--- src/rtl/hex_disp_pkg.sv ---
// Shared definitions for the seven-segment display path: segment bit order,
// active-low glyph patterns and 4-bit character codes.
package hex_disp_pkg;

  localparam int unsigned SEG_W      = 7;
  localparam int unsigned CODE_W     = 4;
  localparam int unsigned NUM_DIGITS = 6;

  // Segment bit positions within a pattern: bit0=a .. bit6=g, 0 = lit.
  localparam int unsigned SEG_BIT_A = 0;
  localparam int unsigned SEG_BIT_B = 1;
  localparam int unsigned SEG_BIT_C = 2;
  localparam int unsigned SEG_BIT_D = 3;
  localparam int unsigned SEG_BIT_E = 4;
  localparam int unsigned SEG_BIT_F = 5;
  localparam int unsigned SEG_BIT_G = 6;

  typedef logic [SEG_W-1:0]  seg_t;
  typedef logic [CODE_W-1:0] code_t;

  localparam seg_t SEG_0     = 7'b1000000;
  localparam seg_t SEG_1     = 7'b1111001;
  localparam seg_t SEG_2     = 7'b0100100;
  localparam seg_t SEG_3     = 7'b0110000;
  localparam seg_t SEG_4     = 7'b0011001;
  localparam seg_t SEG_5     = 7'b0010010;
  localparam seg_t SEG_6     = 7'b0000010;
  localparam seg_t SEG_7     = 7'b1111000;
  localparam seg_t SEG_8     = 7'b0000000;
  localparam seg_t SEG_9     = 7'b0010000;
  localparam seg_t SEG_A     = 7'b0001000;
  localparam seg_t SEG_B     = 7'b0000011;
  localparam seg_t SEG_C     = 7'b1000110;
  localparam seg_t SEG_D     = 7'b0100001;
  localparam seg_t SEG_E     = 7'b0000110;
  localparam seg_t SEG_BLANK = 7'b1111111;

  localparam code_t CH_0     = 4'h0;
  localparam code_t CH_1     = 4'h1;
  localparam code_t CH_2     = 4'h2;
  localparam code_t CH_3     = 4'h3;
  localparam code_t CH_4     = 4'h4;
  localparam code_t CH_5     = 4'h5;
  localparam code_t CH_6     = 4'h6;
  localparam code_t CH_7     = 4'h7;
  localparam code_t CH_8     = 4'h8;
  localparam code_t CH_9     = 4'h9;
  localparam code_t CH_A     = 4'hA;
  localparam code_t CH_B     = 4'hB;
  localparam code_t CH_C     = 4'hC;
  localparam code_t CH_D     = 4'hD;
  localparam code_t CH_E     = 4'hE;
  localparam code_t CH_BLANK = 4'hF;

endpackage

--- src/rtl/hex7seg_decode.sv ---
// Combinational 4-bit character code to active-low seven-segment pattern.
module hex7seg_decode
  import hex_disp_pkg::*;
(
  input  logic [CODE_W-1:0] code,
  output logic [SEG_W-1:0]  seg_c
);

  always_comb begin
    seg_c = SEG_BLANK;
    case (code)
      CH_0:     seg_c = SEG_0;
      CH_1:     seg_c = SEG_1;
      CH_2:     seg_c = SEG_2;
      CH_3:     seg_c = SEG_3;
      CH_4:     seg_c = SEG_4;
      CH_5:     seg_c = SEG_5;
      CH_6:     seg_c = SEG_6;
      CH_7:     seg_c = SEG_7;
      CH_8:     seg_c = SEG_8;
      CH_9:     seg_c = SEG_9;
      CH_A:     seg_c = SEG_A;
      CH_B:     seg_c = SEG_B;
      CH_C:     seg_c = SEG_C;
      CH_D:     seg_c = SEG_D;
      CH_E:     seg_c = SEG_E;
      default:  seg_c = SEG_BLANK;
    endcase
  end

endmodule

--- src/rtl/hex_scroll_display.sv ---
// Scrolls a fixed message of 4-bit character codes across HEX5..HEX0,
// advancing one character per prescaler step in the direction chosen by dir.
module hex_scroll_display
  import hex_disp_pkg::*;
#(
  parameter int unsigned        STEP_DIV = 25000000,
  parameter int unsigned        MSG_LEN  = 8,
  parameter logic [4*MSG_LEN-1:0] MSG    = 32'hDE10_FFFF
) (
  input  logic             clk,
  input  logic             rst_n,
  input  logic             run,
  input  logic             dir,
  output logic             step_tick,
  output logic [3:0]       pos,
  output logic [SEG_W-1:0] hex5,
  output logic [SEG_W-1:0] hex4,
  output logic [SEG_W-1:0] hex3,
  output logic [SEG_W-1:0] hex2,
  output logic [SEG_W-1:0] hex1,
  output logic [SEG_W-1:0] hex0
);

  localparam int unsigned CNT_W   = 26;
  localparam int unsigned POS_W   = 4;
  localparam int unsigned LEN_W   = 5;
  localparam int unsigned MAX_LEN = 16;

  localparam logic [CNT_W-1:0] TERM     = CNT_W'(STEP_DIV - 1);
  localparam logic [POS_W-1:0] POS_LAST = POS_W'(MSG_LEN - 1);

  logic [CNT_W-1:0]  count;
  logic [CNT_W-1:0]  count_nxt;
  logic [POS_W-1:0]  pos_nxt;
  logic              term_c;
  logic [CODE_W-1:0] msg_chars [MAX_LEN];
  logic [SEG_W-1:0]  win_seg   [NUM_DIGITS];

  // Unpack the message; character 0 is the most-significant nibble.
  for (genvar c = 0; c < MAX_LEN; c++) begin : g_chars
    if (c < MSG_LEN) begin : g_used
      assign msg_chars[c] = MSG[(MSG_LEN-1-c)*CODE_W +: CODE_W];
    end else begin : g_unused
      assign msg_chars[c] = CH_BLANK;
    end
  end

  // Window slot k shows msg[(pos+k) mod MSG_LEN]; slot 0 drives hex5.
  for (genvar k = 0; k < NUM_DIGITS; k++) begin : g_win
    logic [POS_W-1:0] idx;

    assign idx = ({1'b0, pos} >= LEN_W'(MSG_LEN - k)) ? (pos - POS_W'(MSG_LEN - k))
                                                      : (pos + POS_W'(k));

    hex7seg_decode u_dec (
      .code  (msg_chars[idx]),
      .seg_c (win_seg[k])
    );
  end

  always_comb begin
    term_c    = run && (count == TERM);
    count_nxt = count;
    pos_nxt   = pos;
    if (term_c) begin
      count_nxt = '0;
      if (dir) begin
        pos_nxt = (pos == '0) ? POS_LAST : pos - POS_W'(1);
      end else begin
        pos_nxt = (pos == POS_LAST) ? '0 : pos + POS_W'(1);
      end
    end else if (run) begin
      count_nxt = count + CNT_W'(1);
    end
  end

  // Display registers load from the current pointer, lagging it by one clock.
  always_ff @(posedge clk) begin
    if (!rst_n) begin
      count     <= '0;
      pos       <= '0;
      step_tick <= 1'b0;
      hex5      <= SEG_BLANK;
      hex4      <= SEG_BLANK;
      hex3      <= SEG_BLANK;
      hex2      <= SEG_BLANK;
      hex1      <= SEG_BLANK;
      hex0      <= SEG_BLANK;
    end else begin
      count     <= count_nxt;
      pos       <= pos_nxt;
      step_tick <= term_c;
      hex5      <= win_seg[0];
      hex4      <= win_seg[1];
      hex3      <= win_seg[2];
      hex2      <= win_seg[3];
      hex1      <= win_seg[4];
      hex0      <= win_seg[5];
    end
  end

endmodule
--- config.mk ---
export PLATFORM = sky130hd
export DESIGN_NAME = hex_scroll_display
export DESIGN_NICKNAME = d
export VERILOG_FILES = /design/src/rtl/hex_disp_pkg.sv /design/src/rtl/hex7seg_decode.sv /design/src/rtl/hex_scroll_display.sv
export SDC_FILE = /design/constraint.sdc
export NUM_CORES = 1
export LEC_CHECK = 0
export BUFFER_PORTS_ARGS = -buffer_cell sky130_fd_sc_hd__buf_2
export CAP_MARGIN = 20
export CELL_PAD_IN_SITES_DETAIL_PLACEMENT = 1
export CELL_PAD_IN_SITES_GLOBAL_PLACEMENT = 1
export CORE_MARGIN = 2
export CORE_UTILIZATION = 40
export CTS_BUF_LIST = sky130_fd_sc_hd__clkbuf_2 sky130_fd_sc_hd__clkbuf_4 sky130_fd_sc_hd__clkbuf_8
export DETAILED_ROUTE_END_ITERATION = 7
export PLACE_DENSITY_LB_ADDON = 0.05
export RECOVER_POWER = 100
export REMOVE_ABC_BUFFERS = 1
export SKIP_CTS_REPAIR_TIMING = 1
export SLEW_MARGIN = 10
export SYNTH_ARGS = -nofsm -noshare
export SYNTH_HDL_FRONTEND = slang
export SYNTH_SLANG_ARGS = --single-unit
--- constraint.sdc ---
create_clock -name clk -period 2.3 [get_ports clk]
set_input_delay 0.23 -clock clk [delete_from_list [all_inputs] [get_ports clk]]
set_output_delay 0.23 -clock clk [all_outputs]
set_load 0.05 [all_outputs]
==> results by group <==
Synth
  – Yosys Warn Count: 0
  – EDFF count, synth: 0
  – Most frequent cell after synthesis: dfxtp_1
  – Top_reg_cell synth: dfxtp_1
  – Share of synthesized registers carrying an async set or reset: 0
  – #FFs+latches synth: 73
  – Post-synthesis cell count: 415
  – Yosys top cell by area: dfxtp_1
  – Largest cells by area after synthesis: dfxtp_1 39%, ha_1 13%, nor2_1 3.4%
  – Synth cell count leaders: 73 x dfxtp_1, 40 x ha_1, 34 x nor2_1
  – Library cells used by synthesis: 63
  – Share of the synthesized area in the top cell type: 0.3891
  – Mean Syn Cell Area: roughly 9.1 um2
  – Mapped cell area: 3756 um2
  – Register area share after synthesis: 0.3891

Pwr
  – Worst VDD drop: 205.8 uV
  – Power Total: about 0.0023 W
  – Leak: 1.730 nW
  – Power Density: 506.7 nW/um2

Die
  – I/O pin count: 51
  – Row count: 35
  – Die ar.: 10180 um2
  – Core area: 9196 um2
  – Die W: 100.9 um
  – Die Span Y: 100.9 um
  – Initial Utilization: 0.4084

Timing
  – Period utilization: 0.9357
  – Achievable Freq: 464.7 MHz
  – Max Slew Vio Count: 0
  – Max_slew headroom: 0.5879
  – Final Setup Violations: 0
  – Worst Tran Pin Value: between 0.6 and 0.7 ns
  – Layout Skew: 0.006973 ns
  – Unrepaired setup endpoints after global routing: true
  – Setup WS post-layout: 0.1479 ns
  – Setup TNS: 0 ns
  – Final-report hold violation count: 0
  – Fin crit period: 2.152 ns

GRT
  – GRT Total Usage: 0.1821
  – Grt total ovfl: 0
  – Met1 Use GR: 0.2104
  – Grt peak-use layer: met2
  – Vias in the first global route: around 3200
  – First-pass GRT wire length: 14860 um
  – Initial antenna violation count: 0
  – Largest net degree at the start of global routing: 42
  – Met2 Usage GRT: 0.3344
  – Met3 Use GR: 0.02705

Final layout
  – Finished Core Util: 0.4868
  – P&R area growth vs syn: 19.19%
  – # nets final: 532
  – Ant diodes: 0
  – Proportion of layout cells with a drive suffix above 1: 0.1670
  – Final cell count without fillers: 602

Detailed routing
  – Vias per Instance: 5.287
  – DRT iter0 DRCs: 70
  – Drt drc: 0
  – WL/cell: about 15 um
  – Routed WL: roughly 9000 um
  – DR vias: 3183
  – Pre-antenna DRT Iters: 4
  – Antenna viol nets, final: 0

Clock network
  – Max Root-Sink Buffers: 2
  – H-tree Lvls: 3
  – Total CTS buffers: 9
  – CTS root buffer: clkbuf_8
  – Clock Latency Late Sink: approximately 0.34 ns
  – Clock slew at reported path FFs: ~0.070 ns
  – CTS tree: done
  – # clock sinks: 73

Run
  – Max Cap Violations: 0

Placed design
  – Pre-CTS WS: -0.05927 ns
  – Number of port buffers: 50
  – Routability-driven placement congestion ratio: 0.7739
  – DP HPWL: 6562 um
  – Placed cell count: 588

Setup path
  – Setup CP Type: reg2reg
  – Cells on worst reg2reg path: 8
  – Critical Path Sink Type: flip-flop
  – CP Max Fanout: 9
  – Req. time, crit path: 2.50 ns
  – CP startpoint kind: flip-flop
  – CP arrival: 2.36 ns

Hold path
  – Hold Crit Class: in2reg
  – Hold path cells: 3

Outcome
  – Outcome: completed
-- through the flow --
stage | hold slack [ns] | instance area (um2)
after floorplan | 0.2919 | 3664
after global placement | 0.4695 | 4298
after detailed placement | 0.4754 | 4298
after CTS | 0.2296 | 4452
after global routing | 0.2617 | 4477
final | 0.2484 | 4477
-- worst max-delay path, stage by stage, from the launching register on --
cell and delay (ns):
dfxtp_1 0.43, ha_2 0.31, nand2_1 0.12, o211a_1 0.27
nor3_1 0.24, inv_1 0.10, ha_1 0.20, a311oi_2 0.28
a31oi_1 0.07
-- cell families after synthesis --
group / synth area share
AND/OR/NAND/NOR: 0.2142
AO/OA/AOI/OAI: 0.1569
flip-flops: 0.3891
buffers and inverters: 0.04863
adder cells (fa/ha/maj): 0.1332
XOR/XNOR: 0.03731
multiplexers: 0.02065
-- metal layers --
metal  wire length, um  vias to the layer above
met5                 0                        -
met4               146                        0
met3               266                       14
met2              4506                       45
met1              3969                     1503
li1                  -                     1621
-- worst paths after layout --
check | slack [ns] | startpoint | to
max | 0.15 | pos[0] | hex4[4]
min | 0.25 | run | count[1]
max reg2reg | 0.15 | pos[0] | hex4[4]
min reg2reg | 0.48 | count[24] | count[24]
-- registers in the layout, indices dropped and copies added, names as in the netlist --
signal,cells
hex5,7
hex3,7
step_tick,1
hex4,7
hex1,7
hex2,7
pos,4
count,26
hex0,7
-- where the power goes --
part           switching, W  internal, W
sequential       0.00000843      0.00128
combinational      0.000104    0.0000283
clock              0.000458     0.000386
total              0.000570      0.00170
-- final cells by class --
cell class / count / area, um2
Clock buffer: 10 / 131.4
Clock inverter: 4 / 22.52
Fill cell: 1098 / 4720
Inverter: 24 / 90.09
Multi-Input combinational cell: 299 / 2187
Sequential cell: 73 / 1465
Tap cell: 111 / 138.9
Timing Repair Buffer: 81 / 441.7
-- cells in the final DEF (no fill, tap or decap), drive strengths merged, types with 8 or more instances in the layout --
master	netlist	routed
a21oi	14	14
a31oi	8	8
buf	6	38
clkbuf	13	53
dfxtp	73	73
ha	40	40
inv	23	23
nand2	27	27
nand2b	9	9
nand3	13	13
nand4	11	11
nor2	34	34
nor3	13	13
o21ai	27	27
or3	9	9
or4	8	8
xnor2	12	12
(Power assumes the default switching activity.)
